File: src/rtl/pattern_delay_sequencer.sv
`default_nettype none
// ============================================================================
// Module      : pattern_delay_sequencer
// Description : Multi-channel serial pattern player. A rising edge on the
//               asynchronous i_trigger input, after synchronisation, starts a
//               sequence: an optional idle delay, then WIDTH-bit patterns
//               shifted out LSB first on every channel in lockstep. The
//               pattern repeats a counted number of times, or loops until
//               aborted.
// Ports       :
//   i_clk, i_rst        clock and asynchronous active-high reset
//   i_trigger           asynchronous fire request (rising-edge sensitive)
//   i_load_valid/ready  pattern write handshake (ready only while idle)
//   i_load_ch/data      target channel and pattern (bit 0 is driven first)
//   i_delay             idle cycles between trigger detection and bit 0
//   i_repeat            extra playouts (total playouts = i_repeat + 1)
//   i_mode              0 = counted playout, 1 = loop until abort
//   i_abort             synchronous stop of an active sequence
//   o_driver            registered serial pattern outputs, one per channel
//   o_busy / o_done     sequence active / one-cycle normal completion pulse
//   o_overrun           sticky: trigger edge seen while not idle
// Revision    : 1.0 - initial release
// ============================================================================
module pattern_delay_sequencer #(
    parameter int WIDTH    = 32,
    parameter int CHANNELS = 2,
    parameter int DLY_W    = 8,
    parameter int CNT_W    = 4
) (
    input  logic                                               i_clk,
    input  logic                                               i_rst,
    input  logic                                               i_trigger,
    input  logic                                               i_load_valid,
    output logic                                               o_load_ready,
    input  logic [((CHANNELS > 1) ? $clog2(CHANNELS) : 1)-1:0] i_load_ch,
    input  logic [WIDTH-1:0]                                   i_load_data,
    input  logic [DLY_W-1:0]                                   i_delay,
    input  logic [CNT_W-1:0]                                   i_repeat,
    input  logic                                               i_mode,
    input  logic                                               i_abort,
    output logic [CHANNELS-1:0]                                o_driver,
    output logic                                               o_busy,
    output logic                                               o_done,
    output logic                                               o_overrun
);

    localparam int CH_W  = (CHANNELS > 1) ? $clog2(CHANNELS) : 1;
    localparam int IDX_W = (WIDTH > 1) ? $clog2(WIDTH) : 1;

    localparam logic [IDX_W-1:0] c_idx_last = IDX_W'(WIDTH - 1);
    localparam logic [IDX_W-1:0] c_idx_one  = IDX_W'(1);
    localparam logic [DLY_W-1:0] c_dly_one  = DLY_W'(1);
    localparam logic [CNT_W:0]   c_play_one = (CNT_W + 1)'(1);

    typedef enum logic [1:0] {
        S_IDLE  = 2'd0,
        S_DELAY = 2'd1,
        S_PLAY  = 2'd2,
        S_DONE  = 2'd3
    } state_t;

    state_t              r_state;
    state_t              w_state_nxt;

    logic                r_sync1;
    logic                r_sync2;
    logic                r_sync_prev;
    logic                w_trig_edge;

    logic                r_rdy_en;
    logic                w_load_acc;

    logic [DLY_W-1:0]    r_dly;
    logic [CNT_W-1:0]    r_repeat;
    logic                r_mode;
    logic [IDX_W-1:0]    r_idx;
    logic [CNT_W:0]      r_plays;
    logic                w_wrap;
    logic                w_more;

    logic [CHANNELS-1:0] w_bits;
    logic [CHANNELS-1:0] r_driver;
    logic                r_busy;
    logic                r_done;
    logic                r_overrun;

    assign w_trig_edge  = r_sync2 & ~r_sync_prev;

    // r_rdy_en holds ready low through reset and the first edge after it.
    assign o_load_ready = r_rdy_en & (r_state == S_IDLE);
    assign w_load_acc   = i_load_valid & o_load_ready;

    assign w_wrap       = (r_idx == c_idx_last);
    // r_plays counts playouts completed before the current one.
    assign w_more       = r_mode | (r_plays < {1'b0, r_repeat});

    // Pattern storage; an out-of-range channel matches no entry, so such a
    // load is handshaken but discarded.
    generate
        for (genvar c = 0; c < CHANNELS; c++) begin : g_ch
            logic [WIDTH-1:0] r_pat;

            always_ff @(posedge i_clk or posedge i_rst) begin
                if (i_rst) begin
                    r_pat <= '0;
                end else if (w_load_acc && (i_load_ch == CH_W'(c))) begin
                    r_pat <= i_load_data;
                end
            end

            assign w_bits[c] = r_pat[r_idx];
        end
    endgenerate

    always_ff @(posedge i_clk or posedge i_rst) begin
        if (i_rst) begin
            r_state <= S_IDLE;
        end else begin
            r_state <= w_state_nxt;
        end
    end

    always_comb begin
        w_state_nxt = r_state;
        case (r_state)
            S_IDLE: begin
                if (w_trig_edge) begin
                    w_state_nxt = (i_delay != '0) ? S_DELAY : S_PLAY;
                end
            end
            S_DELAY: begin
                if (i_abort) begin
                    w_state_nxt = S_IDLE;
                end else if (r_dly <= c_dly_one) begin
                    w_state_nxt = S_PLAY;
                end
            end
            S_PLAY: begin
                if (i_abort) begin
                    w_state_nxt = S_IDLE;
                end else if (w_wrap && !w_more) begin
                    w_state_nxt = S_DONE;
                end
            end
            S_DONE:  w_state_nxt = S_IDLE;
            default: w_state_nxt = S_IDLE;
        endcase
    end

    // Outputs are registered from the state seen at each edge, so they trail
    // the FSM by one cycle: the PLAY cycle for index k emits bit k on its
    // closing edge, and the DONE cycle produces the done pulse.
    always_ff @(posedge i_clk or posedge i_rst) begin
        if (i_rst) begin
            r_sync1     <= 1'b0;
            r_sync2     <= 1'b0;
            r_sync_prev <= 1'b0;
            r_rdy_en    <= 1'b0;
            r_dly       <= '0;
            r_repeat    <= '0;
            r_mode      <= 1'b0;
            r_idx       <= '0;
            r_plays     <= '0;
            r_driver    <= '0;
            r_busy      <= 1'b0;
            r_done      <= 1'b0;
            r_overrun   <= 1'b0;
        end else begin
            r_sync1     <= i_trigger;
            r_sync2     <= r_sync1;
            r_sync_prev <= r_sync2;
            r_rdy_en    <= 1'b1;

            if ((r_state == S_IDLE) && w_trig_edge) begin
                r_dly    <= i_delay;
                r_repeat <= i_repeat;
                r_mode   <= i_mode;
                r_idx    <= '0;
                r_plays  <= '0;
            end

            if (r_state == S_DELAY) begin
                r_dly <= r_dly - c_dly_one;
            end

            if (r_state == S_PLAY) begin
                if (w_wrap) begin
                    r_idx <= '0;
                    // Saturate so an endless loop cannot roll the count over.
                    if (r_plays != '1) begin
                        r_plays <= r_plays + c_play_one;
                    end
                end else begin
                    r_idx <= r_idx + c_idx_one;
                end
            end

            r_driver <= ((r_state == S_PLAY) && !i_abort) ? w_bits : '0;
            r_busy   <= ((r_state == S_DELAY) || (r_state == S_PLAY)) && !i_abort;
            r_done   <= (r_state == S_DONE);

            if (w_load_acc) begin
                r_overrun <= 1'b0;
            end else if (w_trig_edge && (r_state != S_IDLE)) begin
                r_overrun <= 1'b1;
            end
        end
    end

    assign o_driver  = r_driver;
    assign o_busy    = r_busy;
    assign o_done    = r_done;
    assign o_overrun = r_overrun;

endmodule
`default_nettype wire

File: config.mk
export PLATFORM = sky130hd
export DESIGN_NAME = pattern_delay_sequencer
export DESIGN_NICKNAME = d
export VERILOG_FILES = /design/src/rtl/pattern_delay_sequencer.sv
export SDC_FILE = /design/constraint.sdc
export NUM_CORES = 1
export LEC_CHECK = 0
export BUFFER_PORTS_ARGS = -buffer_cell sky130_fd_sc_hd__buf_4
export CAP_MARGIN = 20
export CORE_MARGIN = 3
export CORE_UTILIZATION = 55
export CTS_BUF_LIST = sky130_fd_sc_hd__clkbuf_2 sky130_fd_sc_hd__clkbuf_4 sky130_fd_sc_hd__clkbuf_8
export CTS_CLUSTER_DIAMETER = 120
export DETAILED_ROUTE_END_ITERATION = 16
export PLACE_DENSITY = 0.76
export RECOVER_POWER = 100
export SLEW_MARGIN = 10
export SYNTH_ARGS = -nofsm -noshare
export SYNTH_HDL_FRONTEND = slang
export SYNTH_SLANG_ARGS = --single-unit
export TNS_END_PERCENT = 50
File: constraint.sdc
create_clock -name i_clk -period 8.4 [get_ports i_clk]
set_clock_uncertainty 0.2 [all_clocks]
set_input_delay 1.26 -clock i_clk [delete_from_list [all_inputs] [get_ports i_clk]]
set_output_delay 1.26 -clock i_clk [all_outputs]
set_load 0.02 [all_outputs]
==> key figures, run 1 <==
Status
  • Outcome: complete, but fails checks
  • Failing checks: max-capacitance violations, max-slew violations

Clock network
  • CTS sink cnt: 98
  • Clock transition at path regs: 0.10 ns
  • CTS tree: done
  • Hold buffers post-CTS: 0
  • Buffer levels on the longest clock path: 2
  • Post-CTS setup buffers: 0
  • Post-cts sizing count: 0
  • Number of buffers created by CTS: 9
  • Clk Latency, worst-skew pair: 0.36 ns
  • Root Driver: clkbuf_8
  • H-tree lvl count: 3

Hold path
  • Min-Delay Path Class: flip-flop to flip-flop
  • Cell count of the worst hold path: 0
  • Worst Hold End: r_sync2
  • HP Start: r_sync1

Setup path
  • CP Class: flip-flop to flip-flop
  • Worst r2r path cells: 9
  • Worst r2r src: r_idx[0]
  • R2R setup slack: 5.00 ns
  • Worst setup EP type: flip-flop
  • Worst flop-to-flop path endpoint: r_plays[3]
  • Critical Path RT: approximately 8.4 ns
  • Critical Path AT: 3.44 ns
  • Crit start category: flip-flop
  • CP max FO: 14

Pwr
  • Worst vdd ir: 0.000194 V
  • Leakage power: 2.42 nW
  • Power Density: approximately 330 nW/µm²

Route
  • Post-DR vias/cell: approximately 5.6
  • DRT Wirelength: 8960 µm
  • Antenna Nets Post-Route: 0
  • Remaining DRCs: 0
  • DRT iter0 DRCs: 114
  • TritonRoute pass-1 iters: 4
  • Wire length per cell: 16.9 µm
  • Vias: 2,968

Layout
  • # diodes: 0
  • Nets: 484
  • Fillers: roughly 660
  • Post-layout util: 0.652
  • Register area: 2450 µm²
  • Layout cell share with drive strength beyond 1: 0.351
  • Most frequent cells in the layout: dfrtp_1, mux2_2, buf_4, nand2_1, o21ai_0
  • Area of the multi-input gates: 2100 µm²
  • Commonest non-fill, non-tap cell in the layout: dfrtp_1
  • Area Growth Syn to Fin: 14.6%

Yosys
  • Yosys reg bits: 98
  • Synthesized Nets: around 430
  • Post-synthesis cell type count: 38
  • Post-synthesis cell count: 368
  • Ys Warns: 0
  • Synth Area per Inst: 12.7 µm²
  • Sequential area share after synthesis: 0.524
  • Number of synthesized flops with an enable pin: 0
  • Primary FF master, synth: dfrtp_1
  • Ys async rst share: 1.00
  • Synthesized area: 4680 µm²

Global routing
  • Largest net degree at the start of global routing: 81
  • GR peak layer: met2
  • Initial antenna violation count: 0
  • Global route overflow: 0
  • Met1 usage: 0.282
  • Vias in the first global route: about 3.1k
  • GRT met2 Usage: 0.321
  • GRT Total Usage: 0.199
  • Met3 usage: 0.0293
  • First-pass GRT wire length: 15,400 µm

Placed design
  • Routability Congestion: 0.740
  • Detailed Place HPWL: 6340 µm
  • Port Buffers: between 50 and 60

Floorplan
  • Core region area: around 8200 µm²
  • Initial Utilization: 0.569
  • # rows: 33
  • Chip width: around 98 µm
  • Num ports: 57
  • Die footprint: just under 10,000 µm²
  • Die height: between 90 and 100 µm

Timing
  • Fin. max-slew vios: 66
  • TNS Setup: 0 ns
  • Hold Vio Cnt, Final: 0
  • RSZ-0062 raised after global routing: false
  • Tcrit/Tclk final: 0.405
  • Slew HR: -0.304
  • Worst Max-Slew Pin Slew: approximately 2 ns
  • Clock period minus final worst setup slack: 3.40 ns
  • Fmax: 294 MHz
  • Setup-failing EPs final: 0

Flow run
  • Max Cap Viol: 2
[per-layer routing]
metal | part of all wire | vias to the layer above
met5 | 0 | -
met4 | 0.012 | 0
met3 | 0.029 | 10
met2 | 0.51 | 45
met1 | 0.45 | 1492
li1 | - | 1421
[registers in the layout, indices dropped and copies added, names as in the netlist]
| signal | flops |
|---|---|
| r_sync_prev | 1 |
| r_idx | 5 |
| r_dly | 8 |
| r_repeat | 4 |
| r_state | 2 |
| r_sync2 | 1 |
| r_sync1 | 1 |
| r_rdy_en | 1 |
| o_driver | 2 |
| o_busy | 1 |
| g_ch.r_pat | 64 |
| o_done | 1 |
| o_overrun | 1 |
| r_plays | 5 |
| r_mode | 1 |
[synthesized netlist by cell type, types with 2 or more instances]
| master | count | area (µm²) |
|---|---|---|
| a22o_1 | 2 | 17.5 |
| a31oi_1 | 4 | 25.0 |
| buf_4 | 3 | 22.5 |
| xnor2_1 | 3 | 26.3 |
| and3_1 | 3 | 18.8 |
| mux2i_1 | 17 | 170 |
| mux2_2 | 68 | 766 |
| nor3b_1 | 3 | 22.5 |
| o21ai_0 | 20 | 100 |
| nor2b_1 | 5 | 31.3 |
| nand3_1 | 3 | 15.0 |
| a21oi_1 | 11 | 55.1 |
| nor3_1 | 4 | 20.0 |
| o31a_1 | 2 | 17.5 |
| clkbuf_1 | 12 | 45.0 |
| nor2_1 | 15 | 56.3 |
| nand2b_1 | 3 | 18.8 |
| o31ai_1 | 3 | 22.5 |
| ha_1 | 13 | 163 |
| nand3b_1 | 3 | 22.5 |
| and2_1 | 3 | 18.8 |
| buf_1 | 4 | 15.0 |
| inv_1 | 11 | 41.3 |
| nand2_1 | 24 | 90.1 |
| a22oi_1 | 2 | 15.0 |
| a211oi_1 | 6 | 45.0 |
| dfrtp_1 | 98 | 2450 |
| mux4_2 | 12 | 270 |
| xor2_1 | 2 | 17.5 |
[cells by family after synthesis]
family / share of synthesized area
adder cells (fa/ha/maj): 0.0348
AND/OR/NAND/NOR: 0.0749
XOR/XNOR: 0.00937
flip-flops: 0.524
other: 0.000802
multiplexers: 0.258
AO/OA/AOI/OAI: 0.0712
buffers and inverters: 0.0265
[power by group]
part           switching [mW]  total (mW)  internal [mW]
Combinational           0.260       0.613          0.353
Sequential              0.142       0.814          0.672
Clock                   0.168       0.338          0.170
[worst max path at each step]
stage | from | endpoint | slack [ns] | depth (start not counted)
after global routing | r_idx[0] | r_plays[3] | 4.54 | 9
after CTS | r_state[0] | o_load_ready | 5.39 | 4
final | r_idx[0] | r_plays[3] | 5.00 | 9
after global placement | i_rst | g_ch[1].r_pat[15] | 5.67 | 3
after detailed placement | r_idx[0] | r_plays[3] | 5.50 | 9
after floorplan | i_rst | g_ch[0].r_pat[0] | 4.38 | 1
[metrics by stage]
stage	hold slack (ns)	setup slack [ns]	power (mW)	area [µm²]	cells
2_1_floorplan	0.131	4.38	1.28	4680	368
3_3_place_gp	0.136	5.67	1.42	5180	514
3_5_place_dp	0.144	5.50	1.45	5180	514
4_1_cts	0.166	5.39	1.79	5400	530
5_1_grt	0.188	4.54	1.89	5360	530
6_report	0.160	5.00	1.77	5360	530
[worst max-delay path: stages (launching register included)]
cell and delay (ns):
dfrtp_1 0.80, clkbuf_1 0.78, ha_1 0.32, and3_1 0.17, ha_1 0.19, nand2_1 0.08, nor2_1 0.28, nor2_1 0.16
o21ai_0 0.20, o21ai_0 0.11
[area by class of cell]
class / instances / area share
clock buffers: 9 / 0.0231
repair buffers: 60 / 0.0764
flip-flops and latches: 98 / 0.458
clock inverters: 7 / 0.0184
inverters: 11 / 0.00794
well taps: 105 / 0.0245
multi-input cells: 240 / 0.392
No activity file was read; power rests on OpenSTA's default activity.
==> run 2: changes to the inputs <==
- ABC_AREA: not set -> 1
- PLACE_DENSITY: 0.76 -> 0.79
- clock period: 8.4 -> 2.73 ns (I/O delays scaled with it)
==> run 2 against run 1 <==
Effect of this change:
- the flow now finishes without violations
- sequential cell count unchanged
- setup slack worse by 4.5 ns
- count of clock-buffer cells in the layout rose by 3
- clock power grew to 3.2 times the previous value
==> key figures, run 2 <==
Setup path
  • Slowest-stage cell, CP: clkinvlp_4
  • CP max FO: 34 (+20)
  • Critical Path AT: 2.24 ns (-1.20 ns)
  • R2R setup slack: 0.54 ns (-4.45 ns)
  • Worst flop-to-flop path endpoint: o_driver[0]
  • Critical Path RT: 2.78 ns (-5.66 ns)
  • Worst setup EP type: flip-flop
  • Worst r2r path cells: 8 (-1)
  • CP dominant cell by count: nor2_1
  • Crit start category: flip-flop
  • CP Class: flip-flop to flip-flop
  • Crit path largest cell delay: 0.50 ns (-0.30 ns)
  • Worst r2r src: r_idx[0]
  • Cell Chain, Critical Path: buf_4 > clkinvlp_4 > o21ai_0 > o21ai_1 > nor2_1 > nor2_1 > nor2_1 > nor2_1

Route
  • DRT Wirelength: 10,300 µm (+16%)
  • Vias: 4,109 (+38%)
  • Post-DR vias/cell: 5.31 (-5.2%)
  • Remaining DRCs: 0 (unchanged)
  • TritonRoute pass-1 iters: 5 (+1)
  • Antenna Nets Post-Route: 0 (unchanged)
  • DRT iter0 DRCs: 330 (+190%)
  • Wire length per cell: 13.4 µm (-21%)

Pwr
  • Power Density: 953 nW/µm² (+190%)
  • Leakage power: 2.90 nW (+20%)
  • Worst vdd ir: 0.000394 V (+100%)

Yosys
  • Count leader, synth: nand2_1
  • Synthesized Nets: 677 (+57%)
  • Sequential area share after synthesis: 0.502 (-0.0229)
  • Commonest cells in the netlist: nand2_1, dfrtp_1, inv_1
  • Largest area contributor in the synthesized netlist: dfrtp_1
  • Top-area cell type share of the netlist area: 0.502 (-0.0229)
  • Yosys reg bits: 98 (unchanged)
  • Post-synthesis cell count: 613 (+67%)
  • Primary FF master, synth: dfrtp_1
  • Synthesized area: 4890 µm² (+4.6%)
  • Synth Area per Inst: 7.98 µm² (-37%)
  • Post-synthesis cell type count: 31 (-18%)
  • Ys Warns: 0 (unchanged)
  • Number of synthesized flops with an enable pin: 0 (unchanged)
  • Ranking of synthesized cells by area: dfrtp_1, nand2_1, o21ai_1
  • Ys async rst share: 1.00 (unchanged)

Flow run
  • Max Cap Viol: 0 (-2)

Clock network
  • CTS tree: done
  • Buffer levels on the longest clock path: 2 (unchanged)
  • Post-cts sizing count: 0 (unchanged)
  • Number of buffers created by CTS: 9 (unchanged)
  • Clk Latency, worst-skew pair: 0.36 ns (about the same)
  • CTS sink cnt: 98 (unchanged)
  • H-tree lvl count: 3 (unchanged)
  • Clock transition at path regs: 0.09 ns (about the same)
  • Root Driver: clkbuf_8

Global routing
  • First-pass GRT wire length: 18,300 µm (+19%)
  • Largest net degree at the start of global routing: 65 (-20%)
  • Vias in the first global route: 4,043 (+30%)
  • Initial antenna violation count: 0 (unchanged)
  • Global route overflow: 0 (unchanged)
  • GRT Total Usage: 0.225 (+0.0258)

Layout
  • Most frequent cells in the layout: nand2_1, dfrtp_1, o21ai_0, inv_1, nand3_1
  • Nets: 728 (+50%)
  • Area Growth Syn to Fin: 13.3%
  • Layout cell share with drive strength beyond 1: 0.121 (-0.230)
  • Commonest non-fill, non-tap cell in the layout: nand2_1
  • Largest register FFs: 64 (unchanged)
  • Fillers: 731 (+10%)
  • Post-layout util: 0.657 (+0.00541)
  • # diodes: 0 (unchanged)
  • Largest Register: g_ch.r_pat
  • Largest regs: g_ch.r_pat (64), r_dly (8)
  • Post-route design area: 5540 µm² (+3.4%)

Hold path
  • HP Start: i_abort
  • Worst Hold End: o_busy
  • Cell count of the worst hold path: 2 (+2)
  • Min-Delay Path Class: input port to flip-flop

Floorplan
  • Initial Utilization: 0.581 (+0.0115)
  • # rows: 33 (unchanged)
  • Num ports: 57 (unchanged)
  • Core region area: 8420 µm² (+2.5%)
  • Die height: 100 µm (+2.1%)
  • Die footprint: 10,100 µm² (+4.3%)
  • Chip width: 100 µm (+2.1%)

Timing
  • Clock period minus final worst setup slack: 2.19 ns (-1.22 ns)
  • Fmax: 458 MHz (+56%)
  • Worst Max-Slew Pin Slew: 0.914 ns (-1.04 ns)
  • RSZ-0062 raised after global routing: false
  • Slew HR: 0.391 (+0.694)
  • Hold Vio Cnt, Final: 0 (unchanged)
  • Fin. max-slew vios: 0 (-100%)
  • TNS Setup: 0 ns (unchanged)
  • Setup-failing EPs final: 0 (unchanged)
  • Tcrit/Tclk final: 0.801 (+0.396)

Placed design
  • Detailed Place HPWL: 7200 µm (+13%)
  • Port Buffers: 56 (unchanged)
  • Routability Congestion: 0.831 (+12%)
  • Cell area after placement: 5340 µm² (+3.1%)

Status
  • Outcome: finished clean
## run 2: per-stage QoR
step	power (mW)	hold WS, ns	instances	worst slack (ns)
finish	5.28	0.0350	774	0.544
detailed placement	4.30	0.173	756	0.825
global placement	4.19	0.141	756	0.933
CTS	5.39	0.0187	774	0.659
global route	5.74	0.0142	774	0.337
floorplan	3.85	0.131	613	0.959
## run 2: area by class of cell
type                    count  area [µm²]  share of cell area
multi-input cells         416        1930               0.349
clock inverters             4        72.6              0.0131
repair buffers             68         509              0.0920
inverters                  71         277              0.0499
well taps                 105         131              0.0237
clock buffers              12         165              0.0298
flip-flops and latches     98        2450               0.443
## run 2: logic make-up (layout without fill, tap and decap cells)
logic type | count (synthesis) | count (layout) | share of synthesized area
other cells | 1 | 1 | 0.000767
buf+inv | 99 | 155 | 0.102
fa+ha+maj | 13 | 13 | 0.0333
xor+xnor | 2 | 2 | 0.00358
compound gates | 101 | 101 | 0.107
flops | 98 | 98 | 0.502
simple gates | 299 | 299 | 0.251
## run 2: how the worst max path moves through the flow
stage	startpoint	end	slack [ns]	depth (start not counted)
after floorplan	i_rst	g_ch[0].r_pat[0]	0.96	1
after global placement	r_state[0]	r_dly[2]	0.93	7
after detailed placement	r_state[1]	r_state[0]	0.82	8
after CTS	r_state[0]	o_load_ready	0.66	5
after global routing	r_idx[0]	o_driver[0]	0.34	10
final	r_idx[0]	o_driver[0]	0.54	8
## run 2: where the power goes
part           internal [mW]  leakage, nW  switching, mW
registers               2.05         1.23          0.356
logic                  0.688         1.55           1.10
clock network          0.590        0.119          0.493
total                   3.33         2.90           1.95
## run 2: timing repair
item	CTS	global route
hold buffers	2	0
setup buffers	0	0
hold endpoints to repair	10	0
## run 2: critical path: cells and delay by family (launching register included)
| family | cells | cell delay [ns] |
|---|---|---|
| flip-flops | 1 | 0.41 |
| buffers and inverters | 2 | 0.72 |
| AO/OA/AOI/OAI | 2 | 0.48 |
| AND/OR/NAND/NOR | 4 | 0.29 |
## run 2: routing by layer
layer | vias to the layer above | GRT usage | part of all wire
met5 | - | 0 | 0
met4 | 0 | 0.0798 | 0.018
met3 | 20 | 0.0479 | 0.064
met2 | 132 | 0.354 | 0.48
met1 | 1909 | 0.309 | 0.44
li1 | 2048 | - | -
==> run 3: changes to the inputs <==
- clock period: 2.73 -> 2 ns (I/O delays scaled with it)
==> run 3 against run 2 <==
Effect of this change:
- routed wire length increased by 1.6%
- critical path depth fell by 3
- count of clock-buffer cells in the layout shrank 1
- critical endpoint is now o_load_ready
- largest power group unchanged
==> key figures, run 3 (synthesis results as in run 2) <==
Status
  • Outcome: finished clean

Timing
  • Setup-failing EPs final: 0 (unchanged)
  • Tcrit/Tclk final: 0.944
  • Slew HR: 0.347 (-0.0436)
  • Hold Vio Cnt, Final: 0 (unchanged)
  • Fmax: 530 MHz
  • Fin. max-slew vios: 0 (unchanged)
  • Slack of the critical path: 0.112 ns (-0.433 ns)
  • Clock period minus final worst setup slack: 1.89 ns
  • Worst Max-Slew Pin Slew: 0.979 ns (+0.0653 ns)
  • TNS Setup: 0 ns (unchanged)
  • RSZ-0062 raised after global routing: false

Hold path
  • Worst Hold End: g_ch[1].r_pat[9]
  • Min-Delay Path Class: input port to flip-flop
  • HP Start: i_load_data[9]
  • Cell count of the worst hold path: 3 (+1)

Route
  • Remaining DRCs: 0 (unchanged)
  • DRT Wirelength: 10,500 µm (+1.6%)
  • Post-DR vias/cell: 5.19 (-2.3%)
  • Antenna Nets Post-Route: 0 (unchanged)
  • DRT iter0 DRCs: 259 (-22%)
  • TritonRoute pass-1 iters: 4 (-1)
  • Wire length per cell: 13.1 µm (-2.0%)
  • Vias: 4,164 (+1.3%)

Flow run
  • Max Cap Viol: 0 (unchanged)

Floorplan
  • # rows: 33 (unchanged)
  • Num ports: 57 (unchanged)
  • Die footprint: 10,100 µm² (unchanged)
  • Chip width: 100 µm (unchanged)
  • Initial Utilization: 0.581 (unchanged)
  • Core region area: 8420 µm² (unchanged)
  • Die height: 100 µm (unchanged)

Global routing
  • Initial antenna violation count: 0 (unchanged)
  • Largest net degree at the start of global routing: 65 (unchanged)
  • Vias in the first global route: 4,156 (+2.8%)
  • Global route overflow: 0 (unchanged)
  • GRT Total Usage: 0.228 (+0.00328)
  • First-pass GRT wire length: 18,600 µm (+1.4%)

Setup path
  • CP Class: flip-flop to output pin
  • Crit start category: flip-flop
  • Worst setup EP type: output pin
  • Crit path largest cell delay: 0.43 ns (-0.07 ns)
  • Critical Path RT: 1.50 ns (-1.28 ns)
  • CP dominant cell by count: inv_1
  • Critical Path AT: 1.39 ns (-0.85 ns)
  • CP max FO: 5 (-85%)
  • Crit path max-delay family: flip-flops
  • Crit path buf inv count: 3 (+1)
  • R2R setup slack: 0.16 ns (-0.38 ns)
  • Worst r2r path cells: 8 (unchanged)
  • Worst flop-to-flop path endpoint: r_state[1]
  • Cell Chain, Critical Path: inv_1 > ha_2 > nand2_2 > inv_1 > buf_4
  • Worst r2r src: r_state[0]
  • Slowest-stage cell, CP: dfrtp_1

Placed design
  • Port Buffers: 56 (unchanged)
  • Detailed Place HPWL: 7100 µm (-1.4%)
  • Pre-CTS setup slack: 0.113 ns (-0.711 ns)
  • Routability Congestion: 0.846 (+1.8%)

Clock network
  • H-tree lvl count: 3 (unchanged)
  • CTS tree: done
  • Buffer levels on the longest clock path: 2 (unchanged)
  • Clock transition at path regs: 0.09 ns (about the same)
  • Clk Latency, worst-skew pair: 0.36 ns (about the same)
  • CTS sink cnt: 98 (unchanged)
  • Post-CTS setup buffers: 0 (unchanged)
  • Number of buffers created by CTS: 9 (unchanged)
  • Root Driver: clkbuf_8

Layout
  • Largest regs: g_ch.r_pat (64), r_dly (8)
  • Area of the multi-input gates: 1940 µm² (+0.39%)
  • Largest Register: g_ch.r_pat
  • Fillers: 708 (-3.1%)
  • Commonest non-fill, non-tap cell in the layout: nand2_1
  • Area Growth Syn to Fin: 18.9%
  • Largest register FFs: 64 (unchanged)
  • Register area: 2450 µm² (unchanged)
  • Nets: 757 (+4.0%)
  • # diodes: 0 (unchanged)
  • Layout cell share with drive strength beyond 1: 0.123 (+0.00213)
  • Most frequent cells in the layout: nand2_1, dfrtp_1, o21ai_0, inv_1, nand3_1

Pwr
  • Leakage power: 3.02 nW (+4.0%)
  • Overall power: 7.17 mW (+36%)
  • Power Density: 1230 nW/µm² (+29%)
  • Worst vdd ir: 0.000629 V (+60%)
==> run 3: per-stage QoR <==
step | util | hold WS (ns) | area [µm²] | cells
2_1_floorplan | - | 0.131 | 4890 | 613
3_3_place_gp | 0.636 | 0.136 | 5360 | 757
3_5_place_dp | 0.636 | 0.140 | 5360 | 757
4_1_cts | 0.698 | 0.00555 | 5880 | 803
5_1_grt | 0.690 | 0.0226 | 5810 | 803
6_report | 0.690 | 0.00981 | 5810 | 803
==> run 3: how the worst max path moves through the flow <==
stage,startpoint,end,slack [ns],cells after the start
2_1_floorplan,i_rst,g_ch[0].r_pat[0],0.34,1
3_3_place_gp,r_state[1],r_state[1],0.21,8
3_5_place_dp,r_state[1],r_state[1],0.11,8
4_1_cts,r_state[0],o_load_ready,0.05,5
5_1_grt,r_state[0],r_state[1],0.004,8
6_report,r_state[0],o_load_ready,0.11,5
==> run 3: worst register-to-register path, stage by stage (launching register included) <==
cell     delay [ns]
dfrtp_1        0.43
inv_1          0.10
ha_1           0.24
inv_1          0.09
nor2_1         0.31
o21ai_0        0.15
o21ai_0        0.10
nand3_1        0.10
nand2_1        0.07
==> run 3: per-layer routing <==
layer | vias to the layer above | GRT usage | part of all wire
met5 | - | 0 | 0
met4 | 0 | 0.0819 | 0.017
met3 | 17 | 0.0361 | 0.042
met2 | 95 | 0.388 | 0.50
met1 | 1945 | 0.296 | 0.44
li1 | 2107 | - | -
==> run 3: report_power, final <==
part / internal [mW] / total, mW / switching, mW / leakage [nW]
Clock: 0.748 / 1.40 / 0.650 / 0.113
Sequential: 2.80 / 3.29 / 0.484 / 1.23
Combinational: 0.980 / 2.49 / 1.51 / 1.67
==> run 3: layout make-up <==
type / instances / share of cell area
clock inverter: 5 / 0.0133
tap: 105 / 0.0226
timing repair buffer: 97 / 0.136
sequential: 98 / 0.422
multi-input combinational: 416 / 0.333
clock buffer: 11 / 0.0250
inverter: 71 / 0.0478
==> run 3: timing repair <==
| action | CTS | global route |
|---|---|---|
| setup endpoints to repair | 0 | 5 |
| gates resized for setup | 0 | 2 |
| hold buffers | 30 | 0 |
| endpoints found under the hold margin | 135 | 0 |
